[src/rtl/regfile_dump.sv]
// Debug read-out engine: walks a wrapping index range of the 32x32 register
// file through one combinational read port and streams {index, value} pairs
// over a valid/ready handshake.
`timescale 1ns/1ps

module regfile_dump #(
    parameter bit SKIP_ZERO = 1'b0
) (
    input  logic        clk,
    input  logic        rst_n,
    input  logic        start,
    input  logic        abort,
    input  logic [4:0]  first_idx,
    input  logic [4:0]  last_idx,
    output logic [4:0]  rd_addr,
    input  logic [31:0] rd_data,
    output logic        out_valid,
    input  logic        out_ready,
    output logic [4:0]  out_idx,
    output logic [31:0] out_data,
    output logic        busy,
    output logic        done
);

    localparam int unsigned IDX_W  = 5;
    localparam int unsigned DATA_W = 32;

    typedef enum logic [1:0] {
        IDLE = 2'd0,
        LOAD = 2'd1,
        SEND = 2'd2,
        DONE = 2'd3
    } state_t;

    state_t             state;
    state_t             nextState;
    logic [IDX_W-1:0]   curIdx;
    logic [IDX_W-1:0]   lastIdx;
    logic [DATA_W-1:0]  dataReg;
    logic [IDX_W-1:0]   idxReg;
    logic               validNext;
    logic               busyNext;
    logic               doneNext;
    logic               skipHit;
    logic               atLast;

    // Index 0 is hard-wired zero; with SKIP_ZERO it is stepped over in LOAD.
    assign skipHit = SKIP_ZERO && (curIdx == IDX_W'(0));
    assign atLast  = (curIdx == lastIdx);

    // State register plus the registered status outputs.
    always_ff @(posedge clk or negedge rst_n) begin
        if (!rst_n) begin
            state     <= IDLE;
            out_valid <= 1'b0;
            busy      <= 1'b0;
            done      <= 1'b0;
        end else begin
            state     <= nextState;
            out_valid <= validNext;
            busy      <= busyNext;
            done      <= doneNext;
        end
    end

    // Next-state logic; abort wins over everything, including start in IDLE.
    always_comb begin
        nextState = state;
        case (state)
            IDLE: begin
                if (start && !abort) nextState = LOAD;
            end
            LOAD: begin
                if (abort)                nextState = IDLE;
                else if (skipHit && atLast) nextState = DONE;
                else if (skipHit)         nextState = LOAD;
                else                      nextState = SEND;
            end
            SEND: begin
                if (abort)                nextState = IDLE;
                else if (out_ready && atLast) nextState = DONE;
                else if (out_ready)       nextState = LOAD;
                else                      nextState = SEND;
            end
            DONE: begin
                nextState = IDLE;
            end
            default: begin
                nextState = IDLE;
            end
        endcase
    end

    // Output decode from the next state so the flops line up with the state.
    always_comb begin
        validNext = 1'b0;
        busyNext  = 1'b0;
        doneNext  = 1'b0;
        if (nextState == SEND) validNext = 1'b1;
        if (nextState != IDLE) busyNext  = 1'b1;
        if (nextState == DONE) doneNext  = 1'b1;
    end

    // Range pointer and captured output word.
    always_ff @(posedge clk or negedge rst_n) begin
        if (!rst_n) begin
            curIdx  <= '0;
            lastIdx <= '0;
            idxReg  <= '0;
            dataReg <= '0;
        end else begin
            case (state)
                IDLE: begin
                    if (start && !abort) begin
                        curIdx  <= first_idx;
                        lastIdx <= last_idx;
                    end
                end
                LOAD: begin
                    if (!abort) begin
                        if (skipHit) begin
                            if (!atLast) curIdx <= curIdx + IDX_W'(1);
                        end else begin
                            idxReg  <= curIdx;
                            dataReg <= rd_data;
                        end
                    end
                end
                SEND: begin
                    if (!abort && out_ready && !atLast) curIdx <= curIdx + IDX_W'(1);
                end
                default: begin
                end
            endcase
        end
    end

    assign rd_addr  = curIdx;
    assign out_idx  = idxReg;
    assign out_data = dataReg;

endmodule

[config.mk]
export PLATFORM = sky130hd
export DESIGN_NAME = regfile_dump
export DESIGN_NICKNAME = d
export VERILOG_FILES = /design/src/rtl/regfile_dump.sv
export SDC_FILE = /design/constraint.sdc
export NUM_CORES = 1
export LEC_CHECK = 0
export BUFFER_PORTS_ARGS = -buffer_cell sky130_fd_sc_hd__buf_4
export CAP_MARGIN = 20
export CORE_ASPECT_RATIO = 0.5
export CORE_UTILIZATION = 43
export DETAILED_ROUTE_END_ITERATION = 8
export PLACE_DENSITY_LB_ADDON = 0.12
export SLEW_MARGIN = 20
export SYNTH_ARGS = -nofsm -noshare
export SYNTH_HDL_FRONTEND = slang
export SYNTH_SLANG_ARGS = --single-unit
[constraint.sdc]
create_clock -name clk -period 1.7 [get_ports clk]
set_input_delay 0.17 -clock clk [delete_from_list [all_inputs] [get_ports clk]]
set_output_delay 0.17 -clock clk [all_outputs]
set_load 0.05 [all_outputs]
==> results by group <==
Run status
  – Outcome: finished clean

Pwr
  – Sequential share of power: 34.2%
  – Switch share: 45.0%
  – Sw power: 0.00239 W
  – Logic pwr share: 49.5%
  – Clock share of power: 16.4%
  – Pint: 0.00292 W
  – Maximum vdd drop: 0.758 mV
  – Leak: 1.50 nW
  – PwrDens: 1680 mW/mm^2

Final layout
  – Nets: 313
  – Layout cells sized above 1: 48.1%
  – # diodes: 0
  – Area of the multi-input gates: 861 sq um
  – Layout area overhead: 43.5%
  – Filler cell count: 348
  – Register area: 0.00131 sq mm

Clock tree
  – Cts bufs inserted: 5
  – CTS resizes: 0
  – H-tree levels: 2
  – Deepest clock path buffer count: 2
  – Worst-skew pair later-pin latency: 0.30 ns
  – Cts hold-fix bufs: 1
  – Clock sink count: 52
  – Postcts setup bufs: 0
  – Clk slew on worst S/H paths: 0.10 ns
  – Root Buffer: clkbuf_8
  – CTS tree: done

Die
  – Io pins: 92
  – Initial Util: 47.2%
  – CORE AREA: 0.00466 sq mm
  – Row Count: 17
  – Die ar.: 0.00543 sq mm
  – Die Ht: 52.6 um
  – Die boundary width: 103 um

Drt
  – Initial DRC count: 42
  – Vias: 1630
  – Vias per cell: 4.91
  – Final ANT Viol Nets: 0
  – DR DRC count: 0
  – Detailed Route WL: 4510 um
  – Wirelength per Cell: 13.6 um
  – TritonRoute pass-1 iters: 4

Hold path
  – Min-Delay Path Class: in2reg

Run
  – Max-cap violations: 0

Yosys
  – Main synth FF type: dfrtp_1
  – Synth Instances: 162
  – #FFs+latches synth: 52
  – Net Count, Synth: 210
  – Part of the Yosys area used for sequential elements: 59.1%
  – Cell Area, Synth: 0.00220 sq mm
  – Post-Synthesis Mean Instance Area: 13.6 sq um
  – Synth cell types: 32
  – Number of flops mapped to enable cells by yosys: 0
  – YS warnings: 0
  – Post-synthesis async set-or-reset flop share: 100%

STA
  – Slew Viols, Final: 0
  – Crit path time final: 1.61 ns
  – RSZ-0062 raised after global routing: false
  – Tcrit/Tclk final: 94.6%
  – Hold Vio Cnt, Final: 0
  – Setup Skew: 0.00330 ns
  – Endpoints failing setup: 0
  – Slew HR: 57.5%
  – Fin Hold WS: 0.0456 ns
  – F_max: 0.622 GHz
  – Setup_tns: 0 ns
  – Worst slew pin tran: 0.638 ns

Setup path
  – CP max FO: 8
  – Worst Setup Start Kind: register
  – Critical path type: reg2reg
  – R2R depth: 4
  – Arr. time, crit path: 1.80 ns
  – WP data required: 1.90 ns
  – Capturing point of the worst reg2reg path: rd_addr[1]
  – R2R setup slack: 0.09 ns
  – CP Capture Type: register
  – Crit. Startpoint: state[1]
  – Reg-to-reg critical path startpoint: state[1]
  – Crit path to: rd_addr[1]

Placed design
  – Routability cong.: 0.800
  – PortBufs: 91
  – Hpwl dp: 3390 um

Global route
  – Vias in the first global route: 1618
  – First-pass GRT wire length: 7190 um
  – GRT overflow: 0
  – Initial antenna violation count: 0
  – GRT Util Overall: 18.1%
  – Largest net degree at the start of global routing: 53
-- area by class of cell --
| class | instances | share of cell area [%] |
|---|---|---|
| clock inverter | 3 | 1.47 |
| clock buffer | 5 | 2.18 |
| tap | 66 | 2.61 |
| sequential | 52 | 41.4 |
| inverter | 2 | 0.238 |
| multi-input combinational | 103 | 27.3 |
| timing repair buffer | 101 | 24.9 |
-- cell usage after synthesis (2+ instances only) --
cell type / number / area share [%]
nand2b_1: 2 / 0.57
nor3_1: 2 / 0.45
a211oi_1: 4 / 1.4
nor2_1: 6 / 1.0
mux2_2: 7 / 3.6
nand2_1: 21 / 3.6
buf_4: 3 / 1.0
mux2_1: 30 / 15
o22ai_1: 2 / 0.57
nand3_1: 2 / 0.45
nor3_4: 2 / 1.5
a31oi_1: 2 / 0.57
a2bb2oi_1: 3 / 1.2
dfrtp_1: 52 / 59
inv_1: 2 / 0.34
xor2_1: 5 / 2.0
nor2b_1: 2 / 0.57
-- power groups by stage --
stage / clock network (W) / logic (W) / registers [W]
2_1_floorplan: 0 / 0.000535 / 0.00305
3_3_place_gp: 0 / 0.00261 / 0.00182
3_5_place_dp: 0 / 0.00264 / 0.00185
4_1_cts: 0.000892 / 0.00265 / 0.00182
5_1_grt: 0.000955 / 0.00276 / 0.00187
6_report: 0.000869 / 0.00263 / 0.00181
-- critical path, stage by stage (launching register included) --
cell and delay (ns):
dfrtp_1 0.47, nand2b_1 0.20, a211o_2 0.37, a21oi_4 0.15, mux2_4 0.31
-- flip-flops by register name, indices dropped and copies added (netlist names) --
register	count
rd_addr	5
done	1
out_valid	1
state	2
lastIdx	5
busy	1
out_data	32
out_idx	5
-- per-layer routing --
| layer | track usage [%] | vias to the layer above | share of wire [%] |
|---|---|---|---|
| li1 | - | 775 | - |
| met1 | 22.1 | 790 | 45 |
| met2 | 31.1 | 58 | 47 |
| met3 | 5.47 | 7 | 6.8 |
| met4 | 6.10 | 0 | 1.1 |
| met5 | 0 | - | 0 |
-- worst min-delay path by stage --
| stage | from | end | slack, ns | cells past startpoint |
|---|---|---|---|---|
| final | last_idx[4] | lastIdx[4] | 0.05 | 3 |
| after global routing | last_idx[0] | lastIdx[0] | 0.04 | 3 |
| after CTS | last_idx[1] | lastIdx[1] | 0.04 | 3 |
| after detailed placement | rst_n | out_data[10] | 0.24 | 1 |
| after global placement | rst_n | out_data[10] | 0.24 | 1 |
| after floorplan | rst_n | busy | -0.13 | 0 |
-- cell families after synthesis --
| family | synth area share, % |
|---|---|
| flops | 59.1 |
| simple gates | 10.4 |
| mux | 19.6 |
| compound gates | 6.54 |
| buf+inv | 1.76 |
| xor+xnor | 1.99 |
| fa+ha+maj | 0.568 |
-- through the flow --
stage | total power (W) | area, sq um | setup slack (ns) | cells | utilization [%]
2_1_floorplan | 0.00359 | 2210 | 0.0215 | 162 | -
3_3_place_gp | 0.00444 | 3030 | 0.163 | 323 | 65.1
3_5_place_dp | 0.00449 | 3030 | 0.115 | 323 | 65.1
4_1_cts | 0.00536 | 3160 | 0.102 | 332 | 67.8
5_1_grt | 0.00558 | 3160 | 0.0276 | 332 | 67.8
6_report | 0.00531 | 3160 | 0.0922 | 332 | 67.8
-- cell usage in the layout (no fill, tap or decap), drive strengths merged --
| cell type | n |
|---|---|
| buf | 100 |
| o22ai | 2 |
| inv | 3 |
| a2bb2oi | 3 |
| mux2 | 38 |
| o2bb2ai | 1 |
| nor2 | 7 |
| clkbuf | 5 |
| nor2b | 2 |
| nand3 | 2 |
| a31o | 1 |
| or3 | 1 |
| dlygate4sd3 | 1 |
| a211o | 1 |
| a31oi | 2 |
| nand2b | 3 |
| ha | 1 |
| a211oi | 4 |
| clkinvlp | 1 |
| nand2 | 21 |
| dfrtp | 52 |
| nor3 | 4 |
| xor2 | 5 |
| o21ai | 1 |
| nor4b | 1 |
| a21oi | 2 |
| bufinv | 1 |
| a221oi | 1 |
Note: power is estimated with default switching activity, not from simulation.
